==> src/rtl/cpu_pkg.sv <==
`default_nettype none
// +----------------------------------------------------------------------------+
// | cpu_pkg : shared encodings for the accumulator CPU core                    |
// | Revision: 1.0                                                              |
// +----------------------------------------------------------------------------+
package cpu_pkg;

  typedef enum logic [3:0] {
    OP_ADD   = 4'h0,
    OP_HALT  = 4'h1,
    OP_LOAD  = 4'h2,
    OP_STORE = 4'h3,
    OP_CLEAR = 4'h4,
    OP_SKIP  = 4'h5,
    OP_JUMP  = 4'h6,
    OP_SUB   = 4'h7,
    OP_AND   = 4'h8,
    OP_OR    = 4'h9,
    OP_NOT   = 4'hA
  } opcode_e;

  typedef enum logic [2:0] {
    S_FETCH  = 3'd0,
    S_DECODE = 3'd1,
    S_INDIR  = 3'd2,
    S_OPREAD = 3'd3,
    S_EXEC   = 3'd4,
    S_WRITE  = 3'd5,
    S_HALT   = 3'd6
  } state_e;

  typedef enum logic [2:0] {
    ALU_PASS = 3'd0,
    ALU_ADD  = 3'd1,
    ALU_SUB  = 3'd2,
    ALU_AND  = 3'd3,
    ALU_OR   = 3'd4,
    ALU_NOT  = 3'd5
  } alu_sel_e;

  localparam logic [1:0] c_skip_lt    = 2'b00;
  localparam logic [1:0] c_skip_eq    = 2'b01;
  localparam logic [1:0] c_skip_gt    = 2'b10;
  localparam logic [1:0] c_skip_never = 2'b11;

  // Opcodes for which the indirect bit selects a pointer lookup.
  function automatic logic ind_honoured(input logic [3:0] op);
    case (op)
      OP_ADD, OP_LOAD, OP_STORE, OP_SUB,
      OP_AND, OP_OR, OP_JUMP:           return 1'b1;
      default:                          return 1'b0;
    endcase
  endfunction

  function automatic alu_sel_e alu_sel_for(input logic [3:0] op);
    case (op)
      OP_ADD:  return ALU_ADD;
      OP_SUB:  return ALU_SUB;
      OP_AND:  return ALU_AND;
      OP_OR:   return ALU_OR;
      OP_NOT:  return ALU_NOT;
      default: return ALU_PASS;
    endcase
  endfunction

endpackage
`default_nettype wire

==> src/rtl/cpu_alu.sv <==
`default_nettype none
// +----------------------------------------------------------------------------+
// | cpu_alu : combinational accumulator ALU (pass/add/sub/and/or/not)          |
// | Revision: 1.0                                                              |
// +----------------------------------------------------------------------------+
module cpu_alu #(
  parameter int DATA_WIDTH = 32
) (
  input  logic [2:0]            sel,
  input  logic [DATA_WIDTH-1:0] a,
  input  logic [DATA_WIDTH-1:0] b,
  output logic [DATA_WIDTH-1:0] y
);
  import cpu_pkg::*;

  always_comb begin
    y = b;
    case (sel)
      ALU_ADD: y = a + b;
      ALU_SUB: y = a - b;
      ALU_AND: y = a & b;
      ALU_OR:  y = a | b;
      ALU_NOT: y = ~a;
      default: y = b;
    endcase
  end

endmodule
`default_nettype wire

==> src/rtl/acc_cpu_core.sv <==
`default_nettype none
// +----------------------------------------------------------------------------+
// | acc_cpu_core : multi-cycle accumulator CPU with req/ready memory port      |
// | Revision: 1.0                                                              |
// +----------------------------------------------------------------------------+
module acc_cpu_core #(
  parameter int DATA_WIDTH = 32,
  parameter int ADDR_WIDTH = 14,
  parameter int RESET_PC   = 'h100,
  parameter int PC_STEP    = 2
) (
  input  logic                  clk,
  input  logic                  rst_n,
  output logic                  mem_req,
  output logic                  mem_we,
  output logic [ADDR_WIDTH-1:0] mem_addr,
  output logic [DATA_WIDTH-1:0] mem_wdata,
  input  logic [DATA_WIDTH-1:0] mem_rdata,
  input  logic                  mem_ready,
  output logic [ADDR_WIDTH-1:0] pc,
  output logic [DATA_WIDTH-1:0] ac,
  output logic                  halted,
  output logic                  retire,
  output logic                  illegal
);
  import cpu_pkg::*;

  localparam logic [ADDR_WIDTH-1:0] c_reset_pc = ADDR_WIDTH'(RESET_PC);
  localparam logic [ADDR_WIDTH-1:0] c_pc_step  = ADDR_WIDTH'(PC_STEP);

  state_e                r_state;
  state_e                w_next_state;
  logic [DATA_WIDTH-1:0] r_ir;
  logic [DATA_WIDTH-1:0] r_mbr;
  logic [DATA_WIDTH-1:0] r_ac;
  logic [ADDR_WIDTH-1:0] r_pc;
  logic [ADDR_WIDTH-1:0] r_ea;

  logic [DATA_WIDTH-1:0] w_ac_d;
  logic [ADDR_WIDTH-1:0] w_pc_d;
  logic [ADDR_WIDTH-1:0] w_ea_d;
  logic [DATA_WIDTH-1:0] w_alu_y;
  alu_sel_e              w_alu_sel;
  logic                  w_hs;
  logic                  w_ind;
  logic                  w_ind_eff;
  logic [3:0]            w_opcode;
  logic [ADDR_WIDTH-1:0] w_addr;
  logic [1:0]            w_skip_cond;
  logic                  w_skip_take;
  logic                  w_illegal_op;
  logic                  w_next_mem;
  logic                  w_retire_d;
  logic                  w_illegal_d;
  logic                  w_ir_unused;

  assign w_hs         = mem_req & mem_ready;
  assign w_ind        = r_ir[DATA_WIDTH-1];
  assign w_opcode     = r_ir[DATA_WIDTH-2 -: 4];
  assign w_addr       = r_ir[ADDR_WIDTH-1:0];
  assign w_skip_cond  = r_ir[11:10];
  assign w_ind_eff    = w_ind & ind_honoured(w_opcode);
  assign w_illegal_op = (w_opcode > 4'hA);
  assign w_ir_unused  = ^r_ir;

  assign pc = r_pc;
  assign ac = r_ac;

  always_comb begin
    w_skip_take = 1'b0;
    case (w_skip_cond)
      c_skip_lt: w_skip_take = r_ac[DATA_WIDTH-1];
      c_skip_eq: w_skip_take = (r_ac == '0);
      c_skip_gt: w_skip_take = !r_ac[DATA_WIDTH-1] && (r_ac != '0);
      default:   w_skip_take = 1'b0;
    endcase
  end

  cpu_alu #(
    .DATA_WIDTH(DATA_WIDTH)
  ) u_alu (
    .sel(w_alu_sel),
    .a  (r_ac),
    .b  (r_mbr),
    .y  (w_alu_y)
  );

  // State register
  always_ff @(posedge clk or negedge rst_n) begin
    if (!rst_n) begin
      r_state <= S_FETCH;
    end else begin
      r_state <= w_next_state;
    end
  end

  // Next-state logic
  always_comb begin
    w_next_state = r_state;
    case (r_state)
      S_FETCH: begin
        if (w_hs) w_next_state = S_DECODE;
      end
      S_DECODE: begin
        if (w_opcode == OP_HALT) begin
          w_next_state = S_HALT;
        end else if (w_ind_eff) begin
          w_next_state = S_INDIR;
        end else begin
          case (w_opcode)
            OP_ADD, OP_LOAD, OP_SUB,
            OP_AND, OP_OR:          w_next_state = S_OPREAD;
            OP_STORE:               w_next_state = S_WRITE;
            default:                w_next_state = S_FETCH;
          endcase
        end
      end
      S_INDIR: begin
        if (w_hs) begin
          if (w_opcode == OP_JUMP)       w_next_state = S_FETCH;
          else if (w_opcode == OP_STORE) w_next_state = S_WRITE;
          else                           w_next_state = S_OPREAD;
        end
      end
      S_OPREAD: begin
        if (w_hs) w_next_state = S_EXEC;
      end
      S_EXEC:  w_next_state = S_FETCH;
      S_WRITE: begin
        if (w_hs) w_next_state = S_FETCH;
      end
      S_HALT:  w_next_state = S_HALT;
      default: w_next_state = S_FETCH;
    endcase
  end

  // Output decode
  always_comb begin
    halted      = (r_state == S_HALT);
    w_alu_sel   = alu_sel_for(w_opcode);
    w_next_mem  = (w_next_state == S_FETCH) || (w_next_state == S_INDIR) ||
                  (w_next_state == S_OPREAD) || (w_next_state == S_WRITE);
    w_illegal_d = (r_state == S_DECODE) && w_illegal_op;
    w_retire_d  = 1'b0;
    case (r_state)
      S_DECODE: w_retire_d = (w_next_state == S_FETCH) || (w_next_state == S_HALT);
      S_INDIR:  w_retire_d = w_hs && (w_opcode == OP_JUMP);
      S_EXEC:   w_retire_d = 1'b1;
      S_WRITE:  w_retire_d = w_hs;
      default:  w_retire_d = 1'b0;
    endcase
  end

  // Architectural next values; DECODE preloads EA so INDIR reads at the IR address.
  always_comb begin
    w_pc_d = r_pc;
    w_ea_d = r_ea;
    w_ac_d = r_ac;
    case (r_state)
      S_FETCH: begin
        if (w_hs) w_pc_d = r_pc + c_pc_step;
      end
      S_DECODE: begin
        w_ea_d = w_addr;
        case (w_opcode)
          OP_CLEAR: w_ac_d = '0;
          OP_NOT:   w_ac_d = w_alu_y;
          OP_SKIP:  if (w_skip_take) w_pc_d = r_pc + c_pc_step;
          OP_JUMP:  if (!w_ind) w_pc_d = w_addr;
          default:  w_ac_d = r_ac;
        endcase
      end
      S_INDIR: begin
        if (w_hs) begin
          w_ea_d = mem_rdata[ADDR_WIDTH-1:0];
          if (w_opcode == OP_JUMP) w_pc_d = mem_rdata[ADDR_WIDTH-1:0];
        end
      end
      S_EXEC:  w_ac_d = w_alu_y;
      default: w_ac_d = r_ac;
    endcase
  end

  // Datapath and registered memory request; request fields only move at a handshake.
  always_ff @(posedge clk or negedge rst_n) begin
    if (!rst_n) begin
      r_pc      <= c_reset_pc;
      r_ea      <= '0;
      r_ac      <= '0;
      r_ir      <= '0;
      r_mbr     <= '0;
      mem_req   <= 1'b0;
      mem_we    <= 1'b0;
      mem_addr  <= '0;
      mem_wdata <= '0;
      retire    <= 1'b0;
      illegal   <= 1'b0;
    end else begin
      r_pc    <= w_pc_d;
      r_ea    <= w_ea_d;
      r_ac    <= w_ac_d;
      retire  <= w_retire_d;
      illegal <= w_illegal_d;
      if ((r_state == S_FETCH) && w_hs)  r_ir  <= mem_rdata;
      if ((r_state == S_OPREAD) && w_hs) r_mbr <= mem_rdata;
      mem_req <= w_next_mem;
      mem_we  <= (w_next_state == S_WRITE);
      if (w_next_mem) mem_addr <= (w_next_state == S_FETCH) ? w_pc_d : w_ea_d;
      if (w_next_state == S_WRITE) mem_wdata <= w_ac_d;
    end
  end

endmodule
`default_nettype wire

==> config.mk <==
export PLATFORM = sky130hd
export DESIGN_NAME = acc_cpu_core
export DESIGN_NICKNAME = d
export VERILOG_FILES = /design/src/rtl/cpu_pkg.sv /design/src/rtl/cpu_alu.sv /design/src/rtl/acc_cpu_core.sv
export SDC_FILE = /design/constraint.sdc
export NUM_CORES = 1
export LEC_CHECK = 0
export ABC_AREA = 1
export BUFFER_PORTS_ARGS = -buffer_cell sky130_fd_sc_hd__buf_2
export CORE_MARGIN = 2
export CORE_UTILIZATION = 65
export DETAILED_ROUTE_END_ITERATION = 6
export HOLD_SLACK_MARGIN = 0.1
export PLACE_DENSITY_LB_ADDON = 0.12
export RECOVER_POWER = 100
export SKIP_LAST_GASP = 1
export SLEW_MARGIN = 20
export SYNTH_ARGS = -nofsm -noshare
export SYNTH_HDL_FRONTEND = slang
export SYNTH_HIERARCHICAL = 1
export SYNTH_SLANG_ARGS = --single-unit
==> constraint.sdc <==
create_clock -name clk -period 9.96 [get_ports clk]
set_clock_uncertainty 0.15 [all_clocks]
set_input_delay 0.996 -clock clk [delete_from_list [all_inputs] [get_ports clk]]
set_output_delay 0.996 -clock clk [all_outputs]
set_load 0.005 [all_outputs]
Word level (Yosys, flattened, before mapping):

Cells that the tools add are included.

* add/subtract/negate cells: 3
* order comparisons: 1
* equality and inequality tests: 27
* mux-type cells: 27
* bitwise operators: 5
* reductions and logical operators: 18

Operators with widths (number)
* 32-bit one-hot mux with 5 select lines: 1
* 32-bit one-hot mux with 2 select lines: 2
* 14-bit two-way mux: 7
* 14-bit one-hot mux with 2 select lines: 2
* 14-bit one-hot mux with 3 select lines: 1
* 32-bit adder: 1
* 32-bit bitwise AND: 1
* 32-bit zero test: 1
* 32-bit inverter: 1
* 32-bit bitwise OR: 1
* 32-bit nonzero test: 1
* 32-bit subtractor: 1
* 3-bit two-way mux: 8
* 3-bit equality test (second input constant): 7
* 3-bit by 2-bit equality test with 1-bit output (second input constant): 6
* 3-bit one-hot mux with 6 select lines: 1
* 4-bit by 3-bit equality test with 1-bit output (second input constant): 4
* 3-bit one-hot mux with 5 select lines: 1
* 14-bit by 2-bit adder with 14-bit output (second input constant): 1
* 4-bit equality test (second input constant): 3
* 4-bit by 2-bit equality test with 1-bit output (second input constant): 2
* 7-bit OR reduction: 1
* 3-bit by 1-bit equality test with 1-bit output (second input constant): 2
* 3-bit zero test: 2
* other kinds (15): 23

* flip-flop bits (word level): 177
* word-level logic and storage cells: 93

Depth between registers and ports, before layout:

* word-level depth: 11
* mapped depth: 31

Cells and area by module:

Netlist, hierarchy kept.

By module, submodules not included
* acc_cpu_core: times used 1, cells an instance 1036, area each 8130.3 um^2, sequential area each 4105.2 um^2
* cpu_alu: times used 1, cells an instance 873, area each 4351.7 um^2, sequential area each 0.0 um^2

Worst setup path before layout:

OpenSTA, ideal clock, no wires.

* path kind: reg2reg
* from: register r_ir[28]
* to: register mem_wdata[14]
* library setup time: 0.117 ns
* data arrival time: 3.230 ns
* required time: 9.693 ns
* slack: 6.464 ns
* cell stages (with the launch flop): 22
* buffers on the path: 2
* clock period less this slack: 3.496 ns
* cell sequence: dfrtp_1 > a211oi_1 > inv_2 > nand2_1 > buf_2 > buf_2 > nand2_1 > xor2_1 > ha_1 > nand2_1 > nand3_1 > nand2_1 > nand2_1 > nand2_1 > nand2_1 > or2_2 > nand3_1 > nand4_1 > inv_1 > o21ai_0 > nand2_1 > nand2_1

RTL lines
* start, declared: RTL line acc_cpu_core.sv:33 `logic [DATA_WIDTH-1:0] r_ir;`
* start signal, assigned: RTL line acc_cpu_core.sv:204 `if ((r_state == S_FETCH) && w_hs) r_ir <= mem_rdata;`
* 4-bit equality test (tied with other cells): RTL line cpu_pkg.sv:56 `case (op)`
* 3-bit one-hot mux with 5 select lines (*): RTL line cpu_pkg.sv:56
* via w_alu_sel[0]: RTL line acc_cpu_core.sv:43 `alu_sel_e w_alu_sel;`
* 3-bit equality test (tied with other cells): RTL line cpu_alu.sv:18 `case (sel)`
* 32-bit one-hot mux with 5 select lines (*): RTL line cpu_alu.sv:18
* via w_alu_y[14]: RTL line acc_cpu_core.sv:42 `logic [DATA_WIDTH-1:0] w_alu_y;`
* 32-bit one-hot mux with 2 select lines: RTL line acc_cpu_core.sv:165 `case (w_opcode)`
* 32-bit one-hot mux with 2 select lines (*): RTL line acc_cpu_core.sv:159 `case (r_state)`
* via w_ac_d[14]: RTL line acc_cpu_core.sv:39 `logic [DATA_WIDTH-1:0] w_ac_d;`
* end signal, assigned: RTL line acc_cpu_core.sv:209 `if (w_next_state == S_WRITE) mem_wdata <= w_ac_d;`
* end, declared: RTL line acc_cpu_core.sv:17 `output logic [DATA_WIDTH-1:0] mem_wdata,`

Mark *: on every way through the listed nets, which the timed path passes. The rest lies on a longest branch.
A chain may end at the register's enable or synchronous reset.

Worst setup path in the final report:

* from: input mem_ready
* to: register mem_wdata[10]

* cells in the longest elaborated chain, start to end: 4

RTL lines
* start, declared: RTL line acc_cpu_core.sv:19 `input logic mem_ready,`
* 1-bit bitwise AND (*): RTL line acc_cpu_core.sv:57 `assign w_hs = mem_req & mem_ready;`
* 3-bit two-way mux (on tied branches)
* 3-bit one-hot mux with 6 select lines (*): RTL line acc_cpu_core.sv:100 `case (r_state)`
* via w_next_state[0]: RTL line acc_cpu_core.sv:32 `state_e w_next_state;`
* 3-bit equality test (*): RTL line acc_cpu_core.sv:209

Marked as above.

==> flow_summary.json <==
{
  "finalCriticalPeriod_ps": 7240,
  "n_antenna_cell": 0,
  "power_density_nw_per_um2": 392,
  "synth_edf_count": 0,
  "pwr-share-clk_pct": 13.2,
  "final_common_cell": "nand2_1",
  "hpwl_um": 31900,
  "hold_buffers": 0,
  "r2r_start": "mem_req",
  "die_area_um2": 20300,
  "synth_fp_nets": 1980,
  "cts_tree": "built",
  "synthTopCellsByArea": "dfrtp_1 33%, nand2_1 20%, inv_1 7.9%",
  "synthCells": 1909,
  "antenna_found_initial": 0,
  "gp_congestion": 0.999,
  "fill_cells": 1557,
  "grt_use_total_pct": 43.4,
  "rows": 50,
  "drc": 1,
  "seq_area_frac_synth_pct": 32.9,
  "slew_headroom_pct": -290,
  "p_sw_share_pct": 55.6,
  "ant_nets": 0,
  "clock.fmax_mhz": 138,
  "cts-root-buf": "clkbuf_16",
  "grt_pass1_vias": 13100,
  "avgRoutedWirePerCell_um": 19.5,
  "vias_per_cell": 6.09,
  "portBuffers": 131,
  "vias": 13800,
  "status": "finished with violations",
  "p_leak_nw": 7.52,
  "rsz0062_at_grt": "false",
  "netSwitchingPower_mw": 3.00,
  "crit_fanout": 34,
  "cts_num_sinks": 164,
  "synth_area_per_cell_um2": 6.54,
  "ys_warn_count": 6,
  "coreArea_um2": 18800,
  "setup_tns_ps": 0,
  "ys.flop_type": "dfrtp_1",
  "cts_buffer_depth": 2,
  "path_class": "in -> reg",
  "grt_overflow_total": 0,
  "async_reset_ff_share_pct": 100,
  "drt_iter0_drc": 1569,
  "hold_violations": 0,
  "ios": 132,
  "grt_max_degree": 107,
  "synth_area_um2": 12500,
  "startpoint_type": "input pin",
  "p_seq_share_pct": 24.8,
  "grt_pass1_wl_um": 68000,
  "tightest_slew_ps": 5850,
  "dpl_cell_area_um2": 13300,
  "cts.clk_slew.worst_paths_ps": 80,
  "p_comb_share_pct": 62.0,
  "hp-class": "reg -> reg",
  "fp.dieW_um": 143,
  "drv_slew": 237,
  "met2_length_um": 20300,
  "initial_core_util_pct": 66.5,
  "multi_input_area_um2": 7010,
  "first_pass_iters": 7,
  "post-route-period-util_pct": 72.7,
  "htree_levels": 4,
  "end_kind": "flip-flop",
  "stdcell_count": 2259,
  "worstPathRequired_ps": 10180,
  "final_cell_mix": "656 x nand2_1, 268 x inv_1, 163 x dfrtp_1",
  "violations": "design-rule violations, max-capacitance violations, max-slew violations",
  "numCtsBuffers": 17,
  "intPower_mw": 2.39,
  "layout.nets": 2083,
  "arrival_ps": 7460,
  "maxUsedRoutingLayer": "met4",
  "min_from": "mem_addr[3]",
  "drv_cap": 5,
  "synthToLayoutAreaGrowth_pct": 10.3,
  "yosys.area.top_type": "dfrtp_1",
  "cts_setup_buffers": 0,
  "clk_latency_ps": 440,
  "rrSetupSlack_ps": 2970,
  "route.met3.wl_um": 4890,
  "netlist.area_leader.share_pct": 32.7,
  "wl_um": 44000,
  "synthDistinctLibCells": 51,
  "fp.dieH_um": 143,
  "post-place-cells": 2227,
  "setup_viol": 0,
  "finish.instance_area_um2": 13800,
  "peakVddDrop_mv": 0.240,
  "drt-met1-wl_um": 16000,
  "synth_seq_cells": 164,
  "cts_resized": 0,
  "drive_gt1_share_pct": 9.78,
  "crit_path_start": "mem_ready",
  "regArea_um2": 4110
}
metrics by stage:
| step | hold WS, ps | total power [mW] | setup WS [ps] | utilization (%) |
|---|---|---|---|---|
| after floorplan | 303 | 3.54 | 6460 | - |
| after global placement | 307 | 4.48 | 5040 | 70.7 |
| after detailed placement | 309 | 4.56 | 4930 | 70.7 |
| after global routing | 350 | 5.77 | 2340 | 73.3 |
| final | 329 | 5.39 | 2720 | 73.3 |
| after CTS | 331 | 5.29 | 4790 | 74.1 |
flip-flops by register name, summed over array words and instances, names as in the netlist, 3 cells and up:
register	cells
ac	32
r_mbr	32
mem_wdata	32
pc	14
mem_addr	14
r_ir	19
r_ea	14
r_state	3
power groups by stage:
| stage | clock (mW) | sequential (mW) | combinational [mW] |
|---|---|---|---|
| after floorplan | 0 | 1.19 | 2.35 |
| after global placement | 0 | 1.30 | 3.18 |
| after detailed placement | 0 | 1.31 | 3.24 |
| after CTS | 0.709 | 1.31 | 3.28 |
| after global routing | 0.737 | 1.35 | 3.68 |
| final | 0.712 | 1.33 | 3.34 |
path summary, 6_finish.rpt:
check / endpoint / cells after the start
worst max-delay path: mem_wdata[10] / 12
worst min-delay path: mem_addr[3] / 2
worst max register to register: mem_wdata[10] / 11
worst min register to register: mem_addr[3] / 2
max in group asynchronous: r_ir[6] / 1
min in group asynchronous: r_ir[12] / 1
cells by family (layout without fill, tap and decap cells):
group	count (synthesis)	in the layout	synth area share, %
AOI/OAI and AO/OA	285	285	13.4
xor gates and xnor gates	39	39	2.74
adders and majority gates	36	36	3.67
buffers and inverters	345	461	10.8
DFF	164	164	32.9
muxes	22	22	1.98
and+or+nand+nor	1018	1018	34.5
routing by layer:
layer  up-vias  global-route usage, %
met5         -                      0
met4         0                   25.7
met3       229                   9.08
met2       910                   70.6
met1      6306                   53.4
li1       6322                      -
layout make-up:
class	count	area share (%)
repair buffers	139	4.62
clock buffers	17	3.09
clock inverters	15	1.51
multi-input cells	1400	50.9
flip-flops and latches	164	29.8
well taps	234	2.13
inverters	290	7.91
cells in the mapped netlist, types with 14 or more instances:
| master | n |
|---|---|
| inv_1 | 264 |
| nor3_1 | 20 |
| clkbuf_1 | 27 |
| o21a_1 | 18 |
| buf_2 | 22 |
| xor2_1 | 35 |
| mux2_2 | 22 |
| nor2_1 | 135 |
| inv_2 | 26 |
| ha_1 | 35 |
| o21ai_0 | 117 |
| nand2_1 | 653 |
| nand3_1 | 112 |
| nand4_1 | 41 |
| o2111ai_1 | 14 |
| dfrtp_1 | 163 |
| a21oi_1 | 76 |
worst max-delay path, stage by stage:
cell	delay, ps
buf_2	70
nand2_1	310
inv_1	130
clkbuf_1	1060
nand2_1	920
nand3_1	310
o22ai_2	80
nand2_1	210
nand3_1	1280
inv_1	1700
nand2_1	190
nand2_1	130
No activity file was read; power rests on OpenSTA's default activity.
